==> config.mk <==
export PLATFORM = sky130hd
export DESIGN_NAME = voice_allocator_flat
export DESIGN_NICKNAME = d
export VERILOG_FILES = /design/src/rtl/voice_allocator_pkg.sv /design/src/rtl/voice_allocator_if.sv /design/src/rtl/voice_allocator_voice_slot.sv /design/src/rtl/voice_allocator.sv /design/src/flat_wrapper.sv
export SDC_FILE = /design/constraint.sdc
export NUM_CORES = 1
export LEC_CHECK = 0
export ABC_AREA = 1
export BUFFER_PORTS_ARGS = -buffer_cell sky130_fd_sc_hd__buf_2
export CAP_MARGIN = 0
export CORE_MARGIN = 4
export CORE_UTILIZATION = 25
export CTS_BUF_LIST = sky130_fd_sc_hd__clkbuf_4
export DETAILED_ROUTE_END_ITERATION = 8
export PLACE_DENSITY = 0.51
export SLEW_MARGIN = 0
export SYNTH_ARGS = -nofsm -noshare
export SYNTH_HDL_FRONTEND = slang
export SYNTH_SLANG_ARGS = --single-unit
export TNS_END_PERCENT = 20
==> constraint.sdc <==
create_clock -name clk -period 2 [get_ports clk]
set_clock_uncertainty 0.1 [all_clocks]
set_input_delay 0.5 -clock clk [delete_from_list [all_inputs] [get_ports clk]]
set_output_delay 0.5 -clock clk [all_outputs]
set_load 0.01 [all_outputs]
==> src/rtl/voice_allocator_pkg.sv <==
// Shared definitions for the chord datapath voice allocator: widths, the rest
// code, per-slot state encodings and the MCU state encodings.
package voice_allocator_pkg;

  localparam int unsigned NumVoices = 3;
  localparam int unsigned NoteW     = 6;
  localparam int unsigned DurW      = 6;

  localparam logic [NoteW-1:0] NoteRest = '0;

  typedef enum logic {
    SlotIdle = 1'b0,
    SlotHold = 1'b1
  } slot_state_e;

  typedef enum logic [1:0] {
    McuReset = 2'd0,
    McuPause = 2'd1,
    McuPlay  = 2'd2
  } mcu_state_e;

endpackage

==> src/rtl/voice_allocator_if.sv <==
// Note-event handshake from the song reader (master) to the voice allocator
// (slave).
interface voice_allocator_if #(
  parameter int unsigned NOTE_W = 6,
  parameter int unsigned DUR_W  = 6
);
  logic              valid;
  logic              ready;
  logic [NOTE_W-1:0] note;
  logic [DUR_W-1:0]  dur;

  modport master (output valid, output note, output dur, input ready);
  modport slave  (input valid, input note, input dur, output ready);
endinterface

==> src/rtl/voice_allocator_voice_slot.sv <==
// One voice slot: holds a note for a programmed number of play-time beats and
// pulses load for one cycle whenever it latches a new note.
module voice_slot
  import voice_allocator_pkg::*;
#(
  parameter int unsigned NOTE_W = NoteW,
  parameter int unsigned DUR_W  = DurW
) (
  input  logic              clk,
  input  logic              reset,
  input  logic              alloc,
  input  logic              flush,
  input  logic              tick,
  input  logic [NOTE_W-1:0] alloc_note,
  input  logic [DUR_W-1:0]  alloc_dur,
  output logic              active,
  output logic [NOTE_W-1:0] note,
  output logic              load
);

  slot_state_e       state_q, state_d;
  logic [NOTE_W-1:0] note_q, note_d;
  logic [DUR_W-1:0]  cnt_q, cnt_d;
  logic              load_q, load_d;

  always_ff @(posedge clk or negedge reset) begin
    if (!reset) begin
      state_q <= SlotIdle;
      note_q  <= '0;
      cnt_q   <= '0;
      load_q  <= 1'b0;
    end else begin
      state_q <= state_d;
      note_q  <= note_d;
      cnt_q   <= cnt_d;
      load_q  <= load_d;
    end
  end

  always_comb begin
    state_d = state_q;
    note_d  = note_q;
    cnt_d   = cnt_q;
    load_d  = 1'b0;
    if (flush) begin
      state_d = SlotIdle;
      note_d  = '0;
      cnt_d   = '0;
    end else begin
      unique case (state_q)
        SlotIdle: begin
          if (alloc) begin
            state_d = SlotHold;
            note_d  = alloc_note;
            cnt_d   = alloc_dur;
            load_d  = 1'b1;
          end
        end
        SlotHold: begin
          // Counter is always >= 1 in hold, so it never wraps.
          if (tick) begin
            if (cnt_q == DUR_W'(1)) begin
              state_d = SlotIdle;
              note_d  = '0;
              cnt_d   = '0;
            end else begin
              cnt_d = cnt_q - DUR_W'(1);
            end
          end
        end
        default: begin
          state_d = SlotIdle;
          note_d  = '0;
          cnt_d   = '0;
        end
      endcase
    end
  end

  assign active = (state_q == SlotHold);
  assign note   = note_q;
  assign load   = load_q;

endmodule

==> src/rtl/voice_allocator.sv <==
// Assigns incoming note events to the lowest-index free voice slot; rests and
// zero-length events are consumed without occupying a slot.
module voice_allocator
  import voice_allocator_pkg::*;
#(
  parameter int unsigned NUM_VOICES = NumVoices,
  parameter int unsigned NOTE_W     = NoteW,
  parameter int unsigned DUR_W      = DurW
) (
  input  logic                         clk,
  input  logic                         reset,
  input  logic                         play,
  input  logic                         flush,
  input  logic                         beat,
  voice_allocator_if.slave             ev,
  output logic [NUM_VOICES-1:0]        voice_active,
  output logic [NUM_VOICES*NOTE_W-1:0] voice_note,
  output logic [NUM_VOICES-1:0]        voice_load,
  output logic                         all_busy
);

  logic [NUM_VOICES-1:0] free_slot;
  logic [NUM_VOICES-1:0] first_free;
  logic [NUM_VOICES-1:0] alloc;
  logic                  skip;
  logic                  accept;
  logic                  tick;

  // Free slots come from registered state, so a slot expiring this cycle
  // is only reusable next cycle.
  assign free_slot  = ~voice_active;
  assign first_free = free_slot & (~free_slot + NUM_VOICES'(1));

  assign skip     = (ev.note == NoteRest) | (ev.dur == '0);
  assign ev.ready = play & ~flush & (skip | (|free_slot));
  assign accept   = ev.valid & ev.ready;
  assign alloc    = (accept & ~skip) ? first_free : '0;
  assign tick     = play & beat;
  assign all_busy = &voice_active;

  for (genvar g = 0; g < NUM_VOICES; g++) begin : g_slot
    voice_slot #(
      .NOTE_W (NOTE_W),
      .DUR_W  (DUR_W)
    ) u_slot (
      .clk        (clk),
      .reset      (reset),
      .alloc      (alloc[g]),
      .flush      (flush),
      .tick       (tick),
      .alloc_note (ev.note),
      .alloc_dur  (ev.dur),
      .active     (voice_active[g]),
      .note       (voice_note[g*NOTE_W +: NOTE_W]),
      .load       (voice_load[g])
    );
  end

endmodule

==> src/flat_wrapper.sv <==
// flat-port wrapper written by rule: the top's interface ports become plain ports
module voice_allocator_flat import voice_allocator_pkg::*;
#(
  parameter int unsigned NUM_VOICES = NumVoices,
  parameter int unsigned NOTE_W     = NoteW,
  parameter int unsigned DUR_W      = DurW
)
  (clk, reset, play, flush, beat, voice_active, voice_note, voice_load, all_busy, ev_valid, ev_note, ev_dur, ev_ready);
  voice_allocator_if #(.NOTE_W(NOTE_W), .DUR_W(DUR_W)) ev_i ();
  input  logic clk;
  input  logic reset;
  input  logic play;
  input  logic flush;
  input  logic beat;
  output logic [NUM_VOICES-1:0] voice_active;
  output logic [NUM_VOICES*NOTE_W-1:0] voice_note;
  output logic [NUM_VOICES-1:0] voice_load;
  output logic all_busy;
  input wire logic [$bits(ev_i.valid)-1:0] ev_valid;
  input wire logic [$bits(ev_i.note)-1:0] ev_note;
  input wire logic [$bits(ev_i.dur)-1:0] ev_dur;
  output wire logic [$bits(ev_i.ready)-1:0] ev_ready;
  assign ev_i.valid = ev_valid;
  assign ev_i.note = ev_note;
  assign ev_i.dur = ev_dur;
  assign ev_ready = ev_i.ready;
  voice_allocator #(.NUM_VOICES(NUM_VOICES), .NOTE_W(NOTE_W), .DUR_W(DUR_W)) u_core (.clk(clk), .reset(reset), .play(play), .flush(flush), .beat(beat), .ev(ev_i), .voice_active(voice_active), .voice_note(voice_note), .voice_load(voice_load), .all_busy(all_busy));
endmodule
==> flow_summary_export.csv, run 1 <==
group,metric,value,unit
clock_tree,insertion_delay,0.36,ns
clock_tree,cts_inserted_buffers,5,
timing,post-route-min-period,1.926,ns
layout,area_delta_synth_final,16.98,%
timing,drv_slew,0,
worst_setup_path,crit_path_end_kind,"output port",
floorplan,die_x,109.1,um
floorplan,start_util,25.93,%
detailed_routing,postRouteAntennaNets,0,
layout,finalNetCount,404,
global_routing,antenna_found_initial,0,
timing,setup_tns,0,ns
layout,final_layout_size_suffix_gt1_share,24.67,%
pwr,leakage,1.648,nW
floorplan,die-area,11910,sq um
global_routing,grt_pass1_wl,10.56,mm
layout,final_cells,514,
yosys,syn-mean-instance-area,7.657,sq um
detailed_routing,vias,2235,
worst_setup_path,reg2reg_setup_slack,0.29,ns
yosys,synth_nets,358,
worst_setup_path,crit_arrival,1.33,ns
yosys,ys_warn_count,0,
place,routabilityCongestion,0.8349,
worst_hold_path,hp-class,"primary input to asynchronous set/reset pin",
place,dp_cells,503,
floorplan,die_height,109.1,um
layout,n_antenna_cell,0,
clock_tree,cts-root-buf,"clkbuf_4",
clock_tree,clkSinkCount,42,
yosys,synth_area_leaders,"dfrtp_1, nand2_1, nand3_1, nor2_1, inv_1",
detailed_routing,drtIter0Drc,90,
detailed_routing,wirelength,6.532,mm
yosys,ys_seq_elements,42,
floorplan,core-area,9864,sq um
clock_tree,cts.clk_slew.worst_paths,0.14,ns
global_routing,grt_max_degree,43,
worst_setup_path,crit_fanout,3,
layout,regArea,1052,sq um
timing,tightest_slew,0.5665,ns
pwr,power_density,923.0,nW/um^2
job,cap_violations,0,
timing,holdWs,0.08486,ns
place,place_hpwl,5.114,mm
yosys,synth_top_area_cell,"dfrtp_1",
worst_setup_path,worst-r2r-cell-count,9,
clock_tree,cts_htree_levels,2,
layout,n_fill_cell,1057,
global_routing,grt_pass1_vias,2173,
timing,finalCritPeriodShare,96.32,%
floorplan,placementRows,36,
clock_tree,cts_buffer_depth,2,
worst_setup_path,regToRegStartpoint,"u_core.g_slot[2].u_slot.active$_DFF_PN0_",
layout,final_cell_mix,"nand2_1, buf_2, nor2_1, dfrtp_1, inv_1",
yosys,synth_top_area_share,41.10,%
detailed_routing,drc_errors,0,
floorplan,io_pins,44,
layout,layout_commonest_cell,"nand2_1",
global_routing,grt_usage,11.32,%
yosys,ys_seq_area_share,41.10,%
layout,multi_input_area,1255,sq um
worst_setup_path,cp-start-kind,"flop",
timing,rsz0062_at_grt,"yes",
detailed_routing,post_drt_wl_per_cell,12.71,um
timing,slew_headroom,62.24,%
global_routing,grt_overflow,0,
timing,setup_viol,0,
clock_tree,cts_tree,"done",
worst_setup_path,r2r-end,"u_core.g_slot[2].u_slot.note[5]$_DFFE_PN0P_",
status,status,"finished clean",
pwr,power,2.761,mW
detailed_routing,viasPerCell,4.348,
detailed_routing,drt-pass1-iter-count,4,
timing,fmax,0.5191,GHz
place,port_buffers,43,
yosys,synth.distinct_cells,27,
timing,hold_viol_final,0,
worst_setup_path,cp.required,1.40,ns
worst_setup_path,crit_type,"flop to output port",
layout,final_util,30.33,%
yosys,synth_area,2557,sq um
pwr,vdd_ir_drop_max,257.3,uV
yosys,synth_cells,334,
-- cell type report --
class	instances	area share (%)
clock buffers	6	1.506
repair buffers	52	9.661
clock inverters	2	1.255
well taps	133	5.563
inverters	39	4.893
flip-flops and latches	42	35.17
multi-input cells	240	41.95
-- flip-flops by register name (all words and copies together) (netlist names) --
name,count
u_core.g_slot.u_slot.active,3
u_core.g_slot.u_slot.load,3
u_core.g_slot.u_slot.note,18
u_core.g_slot.u_slot.cnt_q,18
-- per-layer routing --
layer  global-route usage [%]  up-vias  wire length [um]
li1                         -     1147                 -
met1                    15.47     1030              3159
met2                    17.98       53              2980
met3                    2.901        5               335
met4                    2.525        0                57
met5                        0        -                 0
-- how the worst max path moves through the flow --
stage | from | end | slack (ns)
after floorplan | ev_note[2] | ev_ready | 0.44
after global placement | ev_dur[1] | u_core.g_slot[2].u_slot.cnt_q[4]$_DFFE_PN0P_ | 0.04
after detailed placement | ev_note[1] | u_core.g_slot[2].u_slot.cnt_q[0]$_DFFE_PN0P_ | 0.02
after CTS | u_core.g_slot[0].u_slot.active$_DFF_PN0_ | ev_ready | 0.01
after global routing | u_core.g_slot[0].u_slot.active$_DFF_PN0_ | ev_ready | -0.02
final | u_core.g_slot[0].u_slot.active$_DFF_PN0_ | ev_ready | 0.07
-- stage by stage --
stage,instance area [sq um],setup WS (ns)
floorplan,2557,0.4406
global placement,2877,0.03990
detailed placement,2877,0.01523
CTS,2968,0.009833
global route,2992,-0.01657
finish,2992,0.07363
-- timing repair --
action                                  in CTS  in global routing
hold buffers                                 0                  0
endpoints found under the setup margin       1                  1
resized for setup                            1                  3
pin swaps                                    0                  3
setup buffers                                1                  2
gates cloned                                 0                  0
-- logic make-up after synthesis --
family,after synthesis,share of synthesized area [%]
AND/OR/NAND/NOR,197,35.52
AO/OA/AOI/OAI,28,7.436
buffers and inverters,52,9.931
flip-flops,42,41.10
XOR/XNOR,9,3.082
adder cells (fa/ha/maj),6,2.935
-- power breakdown --
group	total (mW)	internal (mW)	leakage, nW	switching [mW]
combinational	1.02	0.403	1.06	0.615
clock	0.588	0.277	0.0419	0.310
sequential	1.16	1.01	0.551	0.142
-- critical path, stage by stage (launching register included) --
cell and delay, ns:
dfrtp_1 0.42, nand2_2 0.09, nor2_4 0.15, nand3_4 0.09, nand2_2 0.07, inv_2 0.04
buf_6 0.11
-- synth_stat cells (all sizes together) --
master,count
nand2,110
nor2,44
dfrtp,42
inv,39
nand3,36
o21ai,13
o22ai,12
buf,11
ha,6
nand4,6
xor2,5
xnor2,4
a22oi,2
clkbuf,2
a21oi,1
nor3,1
(Power assumes the default switching activity.)
==> run 2: changes to the inputs <==
--- a/config.mk
+++ b/config.mk
@@ -5,7 +5,6 @@
 export SDC_FILE = /design/constraint.sdc
 export NUM_CORES = 1
 export LEC_CHECK = 0
-export ABC_AREA = 1
 export BUFFER_PORTS_ARGS = -buffer_cell sky130_fd_sc_hd__buf_2
 export CAP_MARGIN = 0
 export CORE_MARGIN = 4
==> flow_summary_export.csv, run 2 <==
group,metric,value,unit
layout,multi_input_area,1282,sq um
detailed_routing,vias,2246,
floorplan,start_util,25.86,%
worst_setup_path,cp-start-kind,"primary input",
timing,finalWorstSetupSlack,-0.02265,ns
detailed_routing,wirelength,7.074,mm
clock_tree,cts_buffer_depth,2,
floorplan,die_x,106,um
global_routing,antenna_found_initial,0,
layout,regArea,1051,sq um
floorplan,die_height,106,um
timing,rsz0062_at_grt,"yes",
detailed_routing,post_drt_wl_per_cell,15.25,um
clock_tree,cts_inserted_buffers,5,
timing,fmax,0.4944,GHz
yosys,ys_warn_count,0,
clock_tree,clkSinkCount,42,
yosys,netlist_top_cells_count,"dfrtp_1, o21ai_0, inv_1, nor2_1, nand2_1",
floorplan,placementRows,35,
place,routabilityCongestion,0.7929,
status,status,"finished, violations left",
layout,finalNetCount,358,
detailed_routing,drtIter0Drc,120,
yosys,synth_area_leaders,"dfrtp_1, o21ai_0, a22o_1, mux2i_1, ha_1",
layout,final_cell_mix,"buf_4, dfrtp_1, buf_2",
worst_setup_path,crit_fanout,2,
global_routing,grt_max_degree,43,
yosys,post-synth-top-count-cell,"dfrtp_1",
yosys,synth_nets,268,
place,place_hpwl,5.161,mm
clock_tree,cts_tree,"done",
timing,hold_viol_final,0,
place,dp_cells,444,
layout,area_delta_synth_final,37.57,%
worst_setup_path,crit_path_end_kind,"output port",
yosys,ys.flop_type,"dfrtp_1",
layout,layout_commonest_cell,"buf_4",
yosys,synth-edff-count,0,
layout,n_fill_cell,966,
yosys,synth.distinct_cells,53,
worst_setup_path,crit_arrival,1.42,ns
place,port_buffers,43,
global_routing,grt_overflow,0,
global_routing,grt_pass1_wl,11.64,mm
yosys,synth_top_area_share,43.77,%
detailed_routing,postRouteAntennaNets,0,
timing,setup_viol,1,
pwr,power_density,542.2,nW/um^2
clock_tree,insertion_delay,0.37,ns
worst_setup_path,cp.required,1.40,ns
floorplan,die-area,11240,sq um
yosys,ys_seq_area_share,43.77,%
yosys,async_reset_ff_share,100.0,%
timing,tightest_slew,0.3914,ns
detailed_routing,drt-pass1-iter-count,4,
detailed_routing,wl_met1,3.412,mm
timing,post-route-min-period,2.023,ns
timing,drv_slew,0,
status,violations,"setup timing",
global_routing,grt_pass1_vias,2272,
yosys,synth_area,2401,sq um
yosys,synth_cells,244,
detailed_routing,viasPerCell,4.841,
clock_tree,cts_htree_levels,2,
timing,holdWs,0.3656,ns
pwr,power,1.791,mW
detailed_routing,met2_length,3.171,mm
pwr,vdd_ir_drop_max,258.2,uV
worst_hold_path,hp-class,"primary input to flop",
worst_setup_path,crit_type,"primary input to output port",
detailed_routing,routed.top_layer,"met4",
job,cap_violations,0,
detailed_routing,drc_errors,0,
yosys,ys_seq_elements,42,
layout,final_layout_size_suffix_gt1_share,39.40,%
pwr,leakage,1.575,nW
detailed_routing,wl_met3,405,um
global_routing,grt_usage,12.86,%
timing,slew_headroom,73.91,%
layout,n_antenna_cell,0,
floorplan,core-area,9284,sq um
clock_tree,cts.clk_slew.worst_paths,0.14,ns
layout,final_cells,464,
timing,finalCritPeriodShare,101.1,%
floorplan,io_pins,44,
timing,setup_tns,-0.02265,ns
clock_tree,cts-root-buf,"clkbuf_4",
yosys,synth_top_area_cell,"dfrtp_1",
yosys,syn-mean-instance-area,9.840,sq um
[run 2: cell type report]
class | instances | area share, %
clock inverter | 3 | 0.6439
sequential | 42 | 31.82
timing repair buffer | 98 | 20.87
tap | 129 | 4.886
clock buffer | 5 | 1.136
multi-input combinational | 171 | 38.83
inverter | 16 | 1.818
[run 2: cells by family (layout without fill, tap and decap cells)]
group / count (synthesis) / after routing / synth area share [%]
flip-flops: 42 / 42 / 43.77
buffers and inverters: 31 / 122 / 5.941
adder cells (fa/ha/maj): 6 / 6 / 3.127
multiplexers: 9 / 9 / 3.752
AO/OA/AOI/OAI: 84 / 84 / 26.32
AND/OR/NAND/NOR: 71 / 71 / 16.73
XOR/XNOR: 1 / 1 / 0.3648
[run 2: per-stage QoR]
step	setup WS, ns	instance area (sq um)	utilization, %
after floorplan	-0.006920	2409	-
after global placement	-0.3484	3050	32.86
after detailed placement	-0.3550	3050	32.86
after CTS	-0.06463	3197	34.43
after global routing	-0.09927	3303	35.58
final	-0.02265	3303	35.58
[run 2: worst paths after layout]
check / from / endpoint / slack [ns] / cells after the start
max in group asynchronous: reset / u_core.g_slot[2].u_slot.note[0]$_DFFE_PN0P_ / 1.07 / 3
worst max-delay path: ev_dur[1] / ev_ready / -0.02 / 6
min in group asynchronous: reset / u_core.g_slot[1].u_slot.cnt_q[4]$_DFFE_PN0P_ / 0.50 / 3
worst min-delay path: ev_note[1] / u_core.g_slot[2].u_slot.note[1]$_DFFE_PN0P_ / 0.37 / 3
worst min register to register: u_core.g_slot[2].u_slot.note[2]$_DFFE_PN0P_ / u_core.g_slot[2].u_slot.note[2]$_DFFE_PN0P_ / 0.42 / 1
worst max register to register: u_core.g_slot[2].u_slot.cnt_q[1]$_DFFE_PN0P_ / u_core.g_slot[2].u_slot.note[4]$_DFFE_PN0P_ / 0.05 / 6
[run 2: layer usage]
metal	vias to the layer above	global-route usage, %
met3	10	3.218
li1	1075	-
met2	64	19.31
met4	0	3.423
met5	-	0
met1	1097	18.37
[run 2: what timing repair did]
action / CTS / global route
endpoints found under the hold margin: 42 / 0
buffers inserted: 1 / 11
setup endpoints to repair: 7 / 9
resized for setup: 14 / 4
pin swaps: 5 / 4
hold buffers: 1 / 0
gates cloned: 0 / 1
[run 2: report_power, final]
part | switching (mW) | total (mW) | internal (mW)
logic | 0.221 | 0.410 | 0.189
registers | 0.0373 | 0.928 | 0.891
clock network | 0.316 | 0.453 | 0.137
[run 2: critical path, stage by stage]
cell,delay (ns)
buf_6,0.10
nor4_4,0.25
buf_4,0.15
a22o_4,0.12
o211a_1,0.16
buf_2,0.14
==> run 3: changes to the inputs <==
--- a/config.mk
+++ b/config.mk
@@ -5,6 +5,7 @@
 export SDC_FILE = /design/constraint.sdc
 export NUM_CORES = 1
 export LEC_CHECK = 0
+export ABC_AREA = 1
 export BUFFER_PORTS_ARGS = -buffer_cell sky130_fd_sc_hd__buf_2
 export CAP_MARGIN = 0
 export CORE_MARGIN = 4
@@ -12,6 +13,7 @@
 export CTS_BUF_LIST = sky130_fd_sc_hd__clkbuf_4
 export DETAILED_ROUTE_END_ITERATION = 8
 export PLACE_DENSITY = 0.51
+export SETUP_SLACK_MARGIN = 0.3
 export SLEW_MARGIN = 0
 export SYNTH_ARGS = -nofsm -noshare
 export SYNTH_HDL_FRONTEND = slang
==> flow_summary_export.csv, run 3 (synthesis results as in run 1) <==
group,metric,value,unit
worst_setup_path,crit_path_end_kind,"output port",
global_routing,grt_max_degree,43,
floorplan,die_height,109.1,um
worst_setup_path,crit_arrival,1.26,ns
worst_setup_path,path_cells,"nand2_2, nor2_4, nand3_4, nand2_2, inv_2, buf_6",
layout,finalNetCount,407,
floorplan,die-area,11910,sq um
place,routabilityCongestion,0.8349,
floorplan,die_x,109.1,um
clock_tree,cts_inserted_buffers,5,
timing,hold_viol_final,0,
pwr,vdd_ir_drop_max,256.2,uV
place,pre_cts_slack,0.01523,ns
detailed_routing,viasPerCell,4.352,
detailed_routing,post_drt_wl_per_cell,12.81,um
worst_setup_path,cp.required,1.40,ns
clock_tree,cts_htree_levels,2,
clock_tree,clkSinkCount,42,
worst_setup_path,crit_slowest_cell,"dfrtp_1",
layout,area_delta_synth_final,18.74,%
timing,drv_slew,0,
place,placed_area,2877,sq um
global_routing,grt_usage,11.40,%
detailed_routing,drtIter0Drc,113,
global_routing,grt_pass1_wl,10.63,mm
pwr,pwr-share-seq,41.6,%
pwr,p_sw,1.069,mW
layout,final_layout_size_suffix_gt1_share,26.04,%
timing,rsz0062_at_grt,"yes",
worst_hold_path,hp-class,"primary input to asynchronous set/reset pin",
floorplan,io_pins,44,
floorplan,placementRows,36,
worst_setup_path,cp-start-kind,"flop",
detailed_routing,vias,2250,
clock_tree,cts_buffer_depth,2,
timing,post-route-min-period,1.857,ns
layout,final_util,30.78,%
place,place_hpwl,5.114,mm
pwr,intPower,1.705,mW
timing,finalWorstSetupSlack,0.1435,ns
clock_tree,hold_buffers,0,
timing,finalCritPeriodShare,92.83,%
layout,n_antenna_cell,0,
detailed_routing,wirelength,6.622,mm
pwr,power_density,913.5,nW/um^2
pwr,leakage,1.664,nW
worst_setup_path,crit_type,"flop to output port",
clock_tree,cts.clk_slew.worst_paths,0.14,ns
floorplan,start_util,25.93,%
detailed_routing,postRouteAntennaNets,0,
clock_tree,cts_tree,"done",
pwr,switching_share,38.55,%
global_routing,grt_overflow,0,
timing,tightest_slew,0.5631,ns
pwr,clkPwrFrac,21.1,%
clock_tree,cts-root-buf,"clkbuf_4",
global_routing,antenna_found_initial,0,
timing,fmax,0.5386,GHz
clock_tree,insertion_delay,0.36,ns
detailed_routing,drc_errors,0,
place,port_buffers,43,
pwr,pwr-share-comb,37.3,%
global_routing,grt_pass1_vias,2206,
status,status,"finished clean",
layout,n_fill_cell,1061,
timing,setup_viol,0,
timing,slew_headroom,62.46,%
layout,final_cell_mix,"nand2_1, buf_2, dfrtp_1",
job,cap_violations,0,
worst_setup_path,critPathMaxStageDelay,0.40,ns
detailed_routing,drt-pass1-iter-count,4,
layout,design_area,3037,sq um
worst_setup_path,crit_fanout,2,
worst_setup_path,cpMostUsedCell,"nand2_2",
floorplan,core-area,9864,sq um
layout,layout_commonest_cell,"nand2_1",
timing,holdWs,0.09309,ns
timing,setup_tns,0,ns
worst_setup_path,crit_buf_inv,2,
worst_setup_path,critPathTopFamily,"flip-flops",
-- run 3: cell count changes in the layout (fill, tap and decap cells not counted), moves of 9 or more --
cell and delta:
nand2_1 +82, buf_4 -37, nand3_1 +27, nor2_1 +23, inv_1 +22, o21ai_0 -17
a22o_1 -12, nand2_2 +11, a21oi_1 -10, o22ai_1 +10, mux2i_1 -9
-- run 3: power by group through the flow --
stage,sequential [mW],combinational (mW),clock (mW)
2_1_floorplan,1.19,0.752,0
3_3_place_gp,1.17,1.01,0
3_5_place_dp,1.18,1.01,0
4_1_cts,1.16,1.04,0.607
5_1_grt,1.18,1.18,0.636
6_report,1.15,1.04,0.585
-- run 3: path summary, 6_finish.rpt --
check | from | end | slack, ns | depth (start not counted)
max | u_core.g_slot[0].u_slot.active$_DFF_PN0_ | ev_ready | 0.14 | 6
min | reset | u_core.g_slot[2].u_slot.cnt_q[0]$_DFFE_PN0P_ | 0.09 | 2
max reg2reg | u_core.g_slot[0].u_slot.active$_DFF_PN0_ | u_core.g_slot[0].u_slot.cnt_q[2]$_DFFE_PN0P_ | 0.32 | 8
min reg2reg | u_core.g_slot[1].u_slot.note[3]$_DFFE_PN0P_ | u_core.g_slot[1].u_slot.note[3]$_DFFE_PN0P_ | 0.38 | 2
max in group asynchronous | reset | u_core.g_slot[1].u_slot.active$_DFF_PN0_ | 1.29 | 2
min in group clk | ev_note[4] | u_core.g_slot[0].u_slot.note[4]$_DFFE_PN0P_ | 0.30 | 3
-- run 3: through the flow --
stage | power [mW] | cells
3_3_place_gp | 2.184 | 503
2_1_floorplan | 1.937 | 334
6_report | 2.774 | 517
3_5_place_dp | 2.190 | 503
4_1_cts | 2.803 | 515
5_1_grt | 2.997 | 517
-- run 3: final cells by class --
type                       instances  area [sq um]  area share (%)
multi-input combinational        241          1279           42.11
sequential                        42          1052           34.65
timing repair buffer              54         310.3           10.22
tap                              133         166.4           5.480
inverter                          39         146.4           4.821
clock buffer                       6         45.04           1.483
clock inverter                     2         37.54           1.236
-- run 3: layer usage --
metal / wire length [um] / track usage (%) / share of wire [%]
met1: 3052 / 15.54 / 46
met3: 449 / 2.901 / 6.8
met2: 3061 / 18.16 / 46
met5: 0 / 0 / 0
met4: 58 / 2.525 / 0.88
-- run 3: worst register-to-register path, cell delays in order (launching register included) --
cell and delay (ns):
dfrtp_1 0.43, buf_4 0.15, buf_4 0.15, nor2_1 0.29
buf_4 0.20, inv_1 0.05, o22ai_1 0.15, nand2_1 0.07
nand2_1 0.05
-- run 3: timing repair --
action / CTS / global route
buffers inserted: 4 / 1
pin swaps: 3 / 1
endpoints found under the setup margin: 3 / 41
endpoints found under the hold margin: 0 / 0
resized for setup: 4 / 6
cloned: 0 / 1
